**src/rtl/multicycle_ctrl.sv**
```systemverilog
// Multi-cycle sequencing FSM for the RISC-V core: fetch/decode/execute/memory/writeback
// with memory handshake timeouts, an illegal-instruction trap and a retired-instruction counter.
module multicycle_ctrl #(
    parameter int unsigned MAX_WAIT = 15,
    parameter int unsigned CNT_W    = 32
) (
    input  logic             clk,
    input  logic             rst_n,
    input  logic [6:0]       op,
    input  logic [2:0]       funct3,
    input  logic             imem_ready,
    input  logic             dmem_ready,
    output logic             imem_req,
    output logic             ir_we,
    output logic             dmem_req,
    output logic             dmem_we,
    output logic             alu_src,
    output logic             reg_we,
    output logic [1:0]       wb_sel,
    output logic             pc_we,
    output logic [1:0]       pc_sel,
    output logic [2:0]       state,
    output logic             trap,
    output logic [1:0]       trap_cause,
    output logic [CNT_W-1:0] instret
);

    typedef enum logic [2:0] {
        StFetch  = 3'd0,
        StDecode = 3'd1,
        StExec   = 3'd2,
        StMem    = 3'd3,
        StWb     = 3'd4,
        StTrap   = 3'd5
    } state_e;

    typedef enum logic [2:0] {
        ClsNone    = 3'd0,
        ClsR       = 3'd1,
        ClsIalu    = 3'd2,
        ClsStore   = 3'd3,
        ClsJump    = 3'd4,
        ClsCust    = 3'd5,
        ClsIllegal = 3'd6
    } cls_e;

    localparam logic [1:0] CauseNone    = 2'd0;
    localparam logic [1:0] CauseIllegal = 2'd1;
    localparam logic [1:0] CauseImem    = 2'd2;
    localparam logic [1:0] CauseDmem    = 2'd3;

    // Last unanswered cycle before the timeout fires.
    localparam logic [7:0] WaitLast = 8'(MAX_WAIT - 1);

    state_e           state_q;
    cls_e             cls_q;
    cls_e             dec_cls;
    logic [7:0]       wait_q;
    logic             trap_q;
    logic [1:0]       cause_q;
    logic [CNT_W-1:0] instret_q;

    always_comb begin
        dec_cls = ClsIllegal;
        case (op)
            7'b0110011: if (funct3 inside {3'b000, 3'b010, 3'b111, 3'b101}) dec_cls = ClsR;
            7'b0010011: if (funct3 inside {3'b000, 3'b010, 3'b111}) dec_cls = ClsIalu;
            7'b0100011: if (funct3 == 3'b010) dec_cls = ClsStore;
            7'b0011011: dec_cls = ClsJump;
            7'b0001011: dec_cls = ClsCust;
            default:    dec_cls = ClsIllegal;
        endcase
    end

    always_ff @(posedge clk) begin
        if (!rst_n) begin
            state_q   <= StFetch;
            cls_q     <= ClsNone;
            wait_q    <= '0;
            trap_q    <= 1'b0;
            cause_q   <= CauseNone;
            instret_q <= '0;
        end else begin
            case (state_q)
                StFetch: begin
                    if (imem_ready) begin
                        state_q <= StDecode;
                        wait_q  <= '0;
                    end else if (wait_q == WaitLast) begin
                        state_q <= StTrap;
                        trap_q  <= 1'b1;
                        cause_q <= CauseImem;
                        wait_q  <= '0;
                    end else begin
                        wait_q <= wait_q + 8'd1;
                    end
                end
                StDecode: begin
                    cls_q <= dec_cls;
                    if (dec_cls == ClsIllegal) begin
                        state_q <= StTrap;
                        trap_q  <= 1'b1;
                        cause_q <= CauseIllegal;
                    end else begin
                        state_q <= StExec;
                    end
                end
                StExec: begin
                    wait_q  <= '0;
                    state_q <= (cls_q == ClsStore) ? StMem : StWb;
                end
                StMem: begin
                    if (dmem_ready) begin
                        state_q   <= StFetch;
                        wait_q    <= '0;
                        instret_q <= instret_q + CNT_W'(1);
                    end else if (wait_q == WaitLast) begin
                        state_q <= StTrap;
                        trap_q  <= 1'b1;
                        cause_q <= CauseDmem;
                        wait_q  <= '0;
                    end else begin
                        wait_q <= wait_q + 8'd1;
                    end
                end
                StWb: begin
                    state_q   <= StFetch;
                    instret_q <= instret_q + CNT_W'(1);
                end
                StTrap: begin
                    state_q <= StTrap;
                end
                default: begin
                    state_q <= StTrap;
                    trap_q  <= 1'b1;
                    cause_q <= CauseIllegal;
                end
            endcase
        end
    end

    // Strobes are suppressed while reset is asserted so an abandoned WB/MEM never commits.
    always_comb begin
        imem_req = 1'b0;
        ir_we    = 1'b0;
        dmem_req = 1'b0;
        dmem_we  = 1'b0;
        alu_src  = 1'b0;
        reg_we   = 1'b0;
        wb_sel   = 2'd0;
        pc_we    = 1'b0;
        pc_sel   = 2'd0;
        if (rst_n) begin
            case (state_q)
                StFetch: begin
                    imem_req = 1'b1;
                    ir_we    = imem_ready;
                end
                StExec: begin
                    alu_src = (cls_q != ClsR);
                end
                StMem: begin
                    dmem_req = 1'b1;
                    dmem_we  = 1'b1;
                    alu_src  = 1'b1;
                    pc_we    = dmem_ready;
                end
                StWb: begin
                    reg_we = 1'b1;
                    pc_we  = 1'b1;
                    if (cls_q == ClsJump) begin
                        wb_sel  = 2'd1;
                        pc_sel  = 2'd1;
                        alu_src = 1'b1;
                    end
                end
                default: ;
            endcase
        end
    end

    assign state      = state_q;
    assign trap       = trap_q;
    assign trap_cause = cause_q;
    assign instret    = instret_q;

endmodule

```
**config.mk**
```make
export PLATFORM = sky130hd
export DESIGN_NAME = multicycle_ctrl
export DESIGN_NICKNAME = d
export VERILOG_FILES = /design/src/rtl/multicycle_ctrl.sv
export SDC_FILE = /design/constraint.sdc
export NUM_CORES = 1
export LEC_CHECK = 0
export CORE_ASPECT_RATIO = 2
export CORE_MARGIN = 5
export CORE_UTILIZATION = 35
export DETAILED_ROUTE_END_ITERATION = 8
export PLACE_DENSITY = 0.69
export SLEW_MARGIN = 5
export SYNTH_ARGS = -nofsm -noshare
export SYNTH_HDL_FRONTEND = slang
export SYNTH_SLANG_ARGS = --single-unit
```
**constraint.sdc**
```tcl
create_clock -name clk -period 3.4 [get_ports clk]
set_clock_uncertainty 0.15 [all_clocks]
set_input_delay 0.68 -clock clk [delete_from_list [all_inputs] [get_ports clk]]
set_output_delay 0.68 -clock clk [all_outputs]
set_load 0.03 [all_outputs]
```
==> results.toml, run 1 <==
[synthesis]
syn-cell-area_um2 = 2670
synth_edf_count = 0
synth_mux_area_frac = 0.00798
ys_types = 56
yosys_warnings = 0
async_flop_share = 0
synthXorXnorAreaFrac = 0.0985
synth.avg_cell_area_um2 = 8.23
ys.flop_type = "dfxtp_1"
synth_compound_area_frac = 0.127
syn_inst = 324
synthAdderAreaFrac = 0.0188
yosysSeqAreaShare = 0.368
synth_top_family_by_area = "simple AND/OR/NAND/NOR gates"
synth-seq-cells = 49
synth-simple-area-share = 0.325

[worst_setup_path]
startpoint = "dmem_ready"
rrSetupSlack_ns = 0.96
start_kind = "input pin"
cp-end-kind = "primary output"
cp.arrival_ns = 2.44
cp.required_ns = 2.57
regToRegEndpoint = "instret[26]"
crit_type = "input pin to primary output"
r2r-start = "instret[11]"
ff2ff_path_depth = 5
crit_fanout = 4

[routing]
ant_nets = 0
wl_per_cell_um = 14.0
num_vias = 2486
drc = 0
totalWireLength_um = 6650
drt_iter0_drc = 152
first_pass_iters = 4
via_per_inst = 5.23

[clock_network]
cts.repair.resized = 0
cts.path.max_buffers = 2
clkTransAtPathRegs_ns = 0.06
cts_hold_buf = 0
postCtsSetupRepairBufs = 0
cts-buffers-inserted = 5
root_buffer = "clkbuf_16"
clk_latency_ns = 0.29
cts_tree = "done"
cts.sinks = 49
ctsHtreeMaxLevel = 2

[cells_and_area]
layout-drive-gt1-share = 0.0840
final_cell_mix = "clkdlybuf4s50_1, dfxtp_1, nor2_1, nand2_1, xnor2_1"
final_common_cell = "clkdlybuf4s50_1"
final_cell_area_um2 = 3460
diodes = 0
syn2layout_area_growth_pct = 29.9
fin_nets = 398
fillers = 783

[global_routing]
antenna_found_initial = 0
busiest_layer = "met2"
grt_use_met2 = 0.267
use_met3 = 0.0279
grt-ovfl-total = 0
grt_pass1_wl_um = 11300
grt_pass1_vias = 2408
groute.usage.overall = 0.145
globalRouteMet1Util = 0.153
grt_max_degree = 37

[place]
postPlaceCellArea_um2 = 3330
dp_hpwl_um = 5010
numPortBuffers = 60
gp_congestion = 0.857

[timing]
hold_viol = 0
drv_slew = 0
worst_slew_pin_slew_ns = 0.749
finalSetupTns_ns = 0
rsz0062_at_grt = "false"
setup_viol = 0
fmax_ghz = 0.306
slew_headroom = 0.500
period_share = 0.960
period_minus_slack_ns = 3.27
whs_ns = 0.321

[power]
powerDensity_nw_per_um2 = 371
leakage_nw = 1.16
power.total_mw = 1.29
irDropWorstVdd_uv = 295

[floorplan]
fp.dieW_um = 71.7
rows = 45
die-area_um2 = 9570
start_util = 0.353
core_region_area_um2 = 7540
die_h_um = 133
io_pins = 63

[outcome]
status = "finished clean"

[min_path]
hold_end = "trap"
holdPathStages = 1
hp-start = "trap"
min_path_type = "flip-flop to flip-flop"

[flow_run]
maxCapViolations = 0
[how the worst max path moves through the flow]
stage,endpoint,slack [ns],depth (start not counted)
CTS,pc_we,0.13,5
floorplan,wb_sel[0],0.27,5
global route,pc_we,0.09,5
detailed placement,pc_we,0.13,5
global placement,pc_we,0.13,5
finish,pc_we,0.13,5
[registers in the layout, indices dropped and copies added (netlist names)]
name / flops
instret: 32
wait_q: 8
cls_q: 3
state: 3
trap_cause: 2
trap: 1
[cell families after synthesis]
kind of cell / count (synthesis)
muxes: 2
AOI/OAI and AO/OA: 50
other: 1
xor gates and xnor gates: 30
adders and majority gates: 4
buffers and inverters: 32
DFF: 49
and+or+nand+nor: 156
[worst max-delay path, cell delays in order]
cell and delay [ns]:
clkdlybuf4s50_1 0.41, and4b_2 0.28, or2_2 0.29, and2_1 0.18, clkdlybuf4s50_1 0.59
[stage by stage]
step	cells	setup slack, ns	util
final	475	0.135	0.459
after global routing	475	0.0946	0.459
after CTS	475	0.130	0.459
after detailed placement	467	0.130	0.441
after global placement	467	0.134	0.441
after floorplan	325	0.268	-
[report_power, final]
part           leakage [nW]  internal [mW]  total, mW  switching, mW
sequential            0.396          0.589      0.609         0.0202
combinational         0.696         0.0843      0.198          0.113
clock                0.0652          0.274      0.478          0.204
[cells in the mapped netlist, types with 8 or more instances]
cell type	number	area, µm²
o21ai_0	15	75.1
a21oi_1	10	50.1
inv_1	14	52.6
nor4_1	10	62.6
nor2_1	43	161
nand2_1	21	78.8
nand4_1	10	62.6
and2_1	8	50.1
xnor2_1	21	184
xor2_1	9	78.8
clkbuf_1	12	45.0
nor3_1	10	50.1
dfxtp_1	49	981
nand3_1	10	50.1
[layout make-up]
class | count | area [µm²] | area share
multi-input combinational | 244 | 1550 | 0.447
tap | 94 | 118 | 0.0340
sequential | 49 | 981 | 0.283
inverter | 15 | 56.3 | 0.0163
clock buffer | 8 | 136 | 0.0394
timing repair buffer | 65 | 626 | 0.181
[per-layer routing]
metal	vias to the layer above	wire [µm]
met1	1173	2560
li1	1250	-
met5	-	0
met2	49	3660
met3	14	242
met4	0	184
(Power assumes the default switching activity.)
==> run 2: changes to the inputs <==
- CORE_ASPECT_RATIO: 2 -> 0.5
- CORE_MARGIN: 5 -> 1
- PLACE_DENSITY: 0.69 -> unset
==> run 2 against run 1 <==
The flow now finishes with violations (design-rule violations); worst hold slack improved by 0.00071 ns; wire length fell by 4.3%; non-clock buffer count rose by 1; fmax rose by 1.0%; clock power rose by 8.4%; setup slack improved by 0.033 ns; design area rose by 0.83%; core utilization rose by 1.6 points; highest routed layer unchanged.
==> results.toml, run 2 (synthesis gave the netlist of run 1 again) <==
[routing]
first_pass_iters = 8
ant_nets = 0
wl_met1_um = 3090
drc = 3
wl_per_cell_um = 13.3
via_per_inst = 5.17
drt_iter0_drc = 89
met3WireLength_um = 270
met2RoutedLength_um = 2960
num_vias = 2470
totalWireLength_um = 6360
top_layer = "met4"

[clock_network]
clkTransAtPathRegs_ns = 0.07
cts.sinks = 49
postCtsSetupRepairBufs = 0
clk_latency_ns = 0.29
ctsHtreeMaxLevel = 2
cts.repair.resized = 0
cts_tree = "done"
cts_hold_buf = 0
cts.path.max_buffers = 2
root_buffer = "clkbuf_16"
cts-buffers-inserted = 5

[place]
gp_congestion = 0.791
numPortBuffers = 60
dp_hpwl_um = 4520

[timing]
finalSetupTns_ns = 0
hold_viol = 0
period_share = 0.951
whs_ns = 0.322
rsz0062_at_grt = "false"
setup_viol = 0
period_minus_slack_ns = 3.23
worst_slew_pin_slew_ns = 0.811
fmax_ghz = 0.309
drv_slew = 0
slew_headroom = 0.459

[worst_setup_path]
slowest_delay_ns = 0.58
cp.required_ns = 2.57
cpMostUsedCell = "clkdlybuf4s50_1"
crit_type = "input pin to primary output"
cp.arrival_ns = 2.40
crit_fanout = 4
cp-end-kind = "primary output"
crit_chain = "clkdlybuf4s50_1 > and4b_2 > or2_2 > and2_1 > clkdlybuf4s50_1"
start_kind = "input pin"
cp_slowest_cell = "clkdlybuf4s50_1"

[power]
pwr-share-comb = 0.145
swShare = 0.269
switchingPower_uw = 357
powerDensity_nw_per_um2 = 379
clkPwrFrac = 0.391
irDropWorstVdd_uv = 192
leakage_nw = 1.17
p_int_uw = 967
power_frac_seq = 0.464

[floorplan]
core_region_area_um2 = 7350
die-area_um2 = 7990
die_h_um = 63.7
fp.dieW_um = 125
io_pins = 63
start_util = 0.363
rows = 22

[cells_and_area]
layout-drive-gt1-share = 0.0942
final_cell_mix = "clkdlybuf4s50_1, dfxtp_1, nor2_1, nand2_1, xnor2_1"
diodes = 0
syn2layout_area_growth_pct = 31.0
final_common_cell = "clkdlybuf4s50_1"
fin_nets = 399
largest_reg_flops = 32
fillers = 721

[flow_run]
maxCapViolations = 0

[global_routing]
grt-ovfl-total = 0
groute.usage.overall = 0.163
grt_max_degree = 37
antenna_found_initial = 0
grt_pass1_wl_um = 10600
grt_pass1_vias = 2286

[outcome]
violations = "design-rule violations"
status = "finished, violations left"

[min_path]
min_path_type = "flip-flop to flip-flop"
run 2: cell count changes in the layout (fill, tap and decap cells not counted):
cell,delta
inv_6,+1
buf_4,+1
clkbuf_1,-3
clkbuf_8,+1
clkinvlp_4,+1
run 2: power groups by stage:
| stage | Sequential (mW) | Clock (mW) | Combinational, mW |
|---|---|---|---|
| after floorplan | 0.635 | 0 | 0.110 |
| after global placement | 0.627 | 0 | 0.187 |
| after detailed placement | 0.627 | 0 | 0.192 |
| after CTS | 0.614 | 0.538 | 0.193 |
| after global routing | 0.617 | 0.561 | 0.210 |
| final | 0.614 | 0.518 | 0.192 |
run 2: final timing paths:
check | from | end | slack (ns) | depth (start not counted)
max | dmem_ready | pc_we | 0.17 | 5
min | trap_cause[1] | trap_cause[1] | 0.32 | 2
max reg2reg | state[0] | instret[26] | 0.94 | 5
min reg2reg | trap_cause[1] | trap_cause[1] | 0.32 | 2
run 2: layout make-up:
| cell class | count | area [µm²] | area share |
|---|---|---|---|
| multi-input cells | 244 | 1550 | 0.443 |
| flip-flops and latches | 49 | 981 | 0.281 |
| repair buffers | 66 | 633 | 0.181 |
| clock buffers | 6 | 139 | 0.0398 |
| well taps | 96 | 120 | 0.0344 |
| inverters | 15 | 56.3 | 0.0161 |
| clock inverters | 2 | 16.3 | 0.00466 |
run 2: metal layers:
metal,up-vias,GRT usage
met4,0,0.0320
li1,1250,-
met2,55,0.283
met1,1161,0.206
met3,4,0.0382
met5,-,0
run 2: worst max-delay path, delay by kind of cell:
family                 cells  cell delay, ns
buffers and inverters      2            0.99
AND/OR/NAND/NOR            3            0.73
run 2: stage by stage:
step | cells | power [mW] | utilization | setup slack, ns | cell area (µm²)
after floorplan | 325 | 0.744 | - | 0.268 | 2670
after global placement | 470 | 0.814 | 0.454 | 0.175 | 3340
after detailed placement | 470 | 0.819 | 0.454 | 0.155 | 3340
after CTS | 478 | 1.34 | 0.475 | 0.153 | 3490
after global routing | 478 | 1.39 | 0.475 | 0.126 | 3490
final | 478 | 1.32 | 0.475 | 0.168 | 3490
==> run 3: changes to the inputs <==
- CELL_PAD_IN_SITES_DETAIL_PLACEMENT: unset -> 1
- CELL_PAD_IN_SITES_GLOBAL_PLACEMENT: unset -> 2
- CORE_UTILIZATION: 35 -> 31
- PLACE_DENSITY: unset -> 0.9
- SLEW_MARGIN: 5 -> 20
==> run 3 against run 2 <==
The run now ends clean; critical path type unchanged; first-iteration DRC count grew 37%; sequential power is 0.7% lower; fmax is essentially flat; highest routed layer unchanged; largest power group unchanged; largest cell class unchanged; core utilization is 4.6 points lower; critical endpoint unchanged.
==> results.toml, run 3 (synthesis gave the netlist of run 1 again) <==
[outcome]
status = "finished clean"

[cells_and_area]
layout-drive-gt1-share = 0.0895
fin_nets = 398
diodes = 0
largest_reg_flops = 32
stdcell_count = 492
final_cell_mix = "clkdlybuf4s50_1, dfxtp_1, nor2_1, nand2_1, xnor2_1"
final_common_cell = "clkdlybuf4s50_1"
final_util = 0.429
syn2layout_area_growth_pct = 31.6
final_cell_area_um2 = 3510

[timing]
slew_headroom = 0.515
period_minus_slack_ns = 3.23
finalSetupTns_ns = 0
hold_viol = 0
period_share = 0.951
setup_viol = 0
worst_slew_pin_slew_ns = 0.726
rsz0062_at_grt = "false"
whs_ns = 0.331
fin_ws_ns = 0.167
fmax_ghz = 0.309
drv_slew = 0

[routing]
totalWireLength_um = 7470
num_vias = 2558
via_per_inst = 5.20
wl_per_cell_um = 15.2
drt_iter0_drc = 122
drc = 0
ant_nets = 0
first_pass_iters = 4

[clock_network]
clkTransAtPathRegs_ns = 0.07
cts_hold_buf = 0
ctsHtreeMaxLevel = 2
cts-buffers-inserted = 5
cts.repair.resized = 0
postCtsSetupRepairBufs = 0
clk_latency_ns = 0.29
cts.sinks = 49
cts_tree = "done"
root_buffer = "clkbuf_16"
cts.path.max_buffers = 2

[place]
dp.cells = 485
numPortBuffers = 60
gp_congestion = 0.789
dp_hpwl_um = 5500
post-place-ws_ns = 0.163
postPlaceCellArea_um2 = 3350

[worst_setup_path]
cp-end-kind = "primary output"
cp.required_ns = 2.57
cp.arrival_ns = 2.40
start_kind = "input pin"
crit_type = "input pin to primary output"
crit_fanout = 4

[power]
pwr-share-comb = 0.147
clkPwrFrac = 0.410
switchingPower_uw = 362
irDropWorstVdd_uv = 198
powerDensity_nw_per_um2 = 392
leakage_nw = 1.17
p_int_mw = 1.02
power.total_mw = 1.38
power_frac_seq = 0.443
swShare = 0.263

[global_routing]
grt_pass1_vias = 2476
antenna_found_initial = 0
globalRouteMet1Util = 0.204
use_met3 = 0.0338
groute.usage.overall = 0.170
grt_pass1_wl_um = 12200
grt_use_met2 = 0.316
grt_max_degree = 37
grt-ovfl-total = 0
busiest_layer = "met2"

[floorplan]
die-area_um2 = 9000
io_pins = 63
core_region_area_um2 = 8170
start_util = 0.326
rows = 23
die_h_um = 67.6
fp.dieW_um = 133

[flow_run]
maxCapViolations = 0

[min_path]
min_path_type = "flip-flop to flip-flop"
## run 3: changes by cell type in the layout (fill, tap and decap cells not counted), sizes merged
cell | previous run | this run
clkinv | 0 | 1
bufinv | 0 | 1
inv | 16 | 15
buf | 11 | 10
clkinvlp | 1 | 0
clkbuf | 6 | 5
## run 3: worst paths after layout
check                     start             to  slack, ns  cells past startpoint
setup / recovery     dmem_ready          pc_we       0.17                      5
hold / removal    trap_cause[1]  trap_cause[1]       0.33                      2
setup reg to reg       state[0]    instret[26]       0.91                      5
hold reg to reg   trap_cause[1]  trap_cause[1]       0.33                      2
## run 3: cell type report
class	instances	area (µm²)
fill	990	4660
multi-input combinational	244	1550
sequential	49	981
timing repair buffer	65	626
tap	112	140
clock buffer	5	125
inverter	15	56.3
clock inverter	2	35.0
## run 3: layer usage
metal  vias up  wire length (µm)
met5         -                 0
met2        44              3680
li1       1247                 -
met4         0                70
met1      1260              3450
met3         7               272
## run 3: worst max-delay path: stages
cell             delay, ns
clkdlybuf4s50_1       0.41
and4b_2               0.28
or2_2                 0.29
and2_1                0.15
clkdlybuf4s50_1       0.59
## run 3: power by group through the flow
stage / Combinational (mW) / Sequential [mW] / Clock, mW
floorplan: 0.110 / 0.635 / 0
global placement: 0.194 / 0.622 / 0
detailed placement: 0.202 / 0.623 / 0
CTS: 0.204 / 0.610 / 0.575
global route: 0.219 / 0.614 / 0.594
finish: 0.203 / 0.610 / 0.564
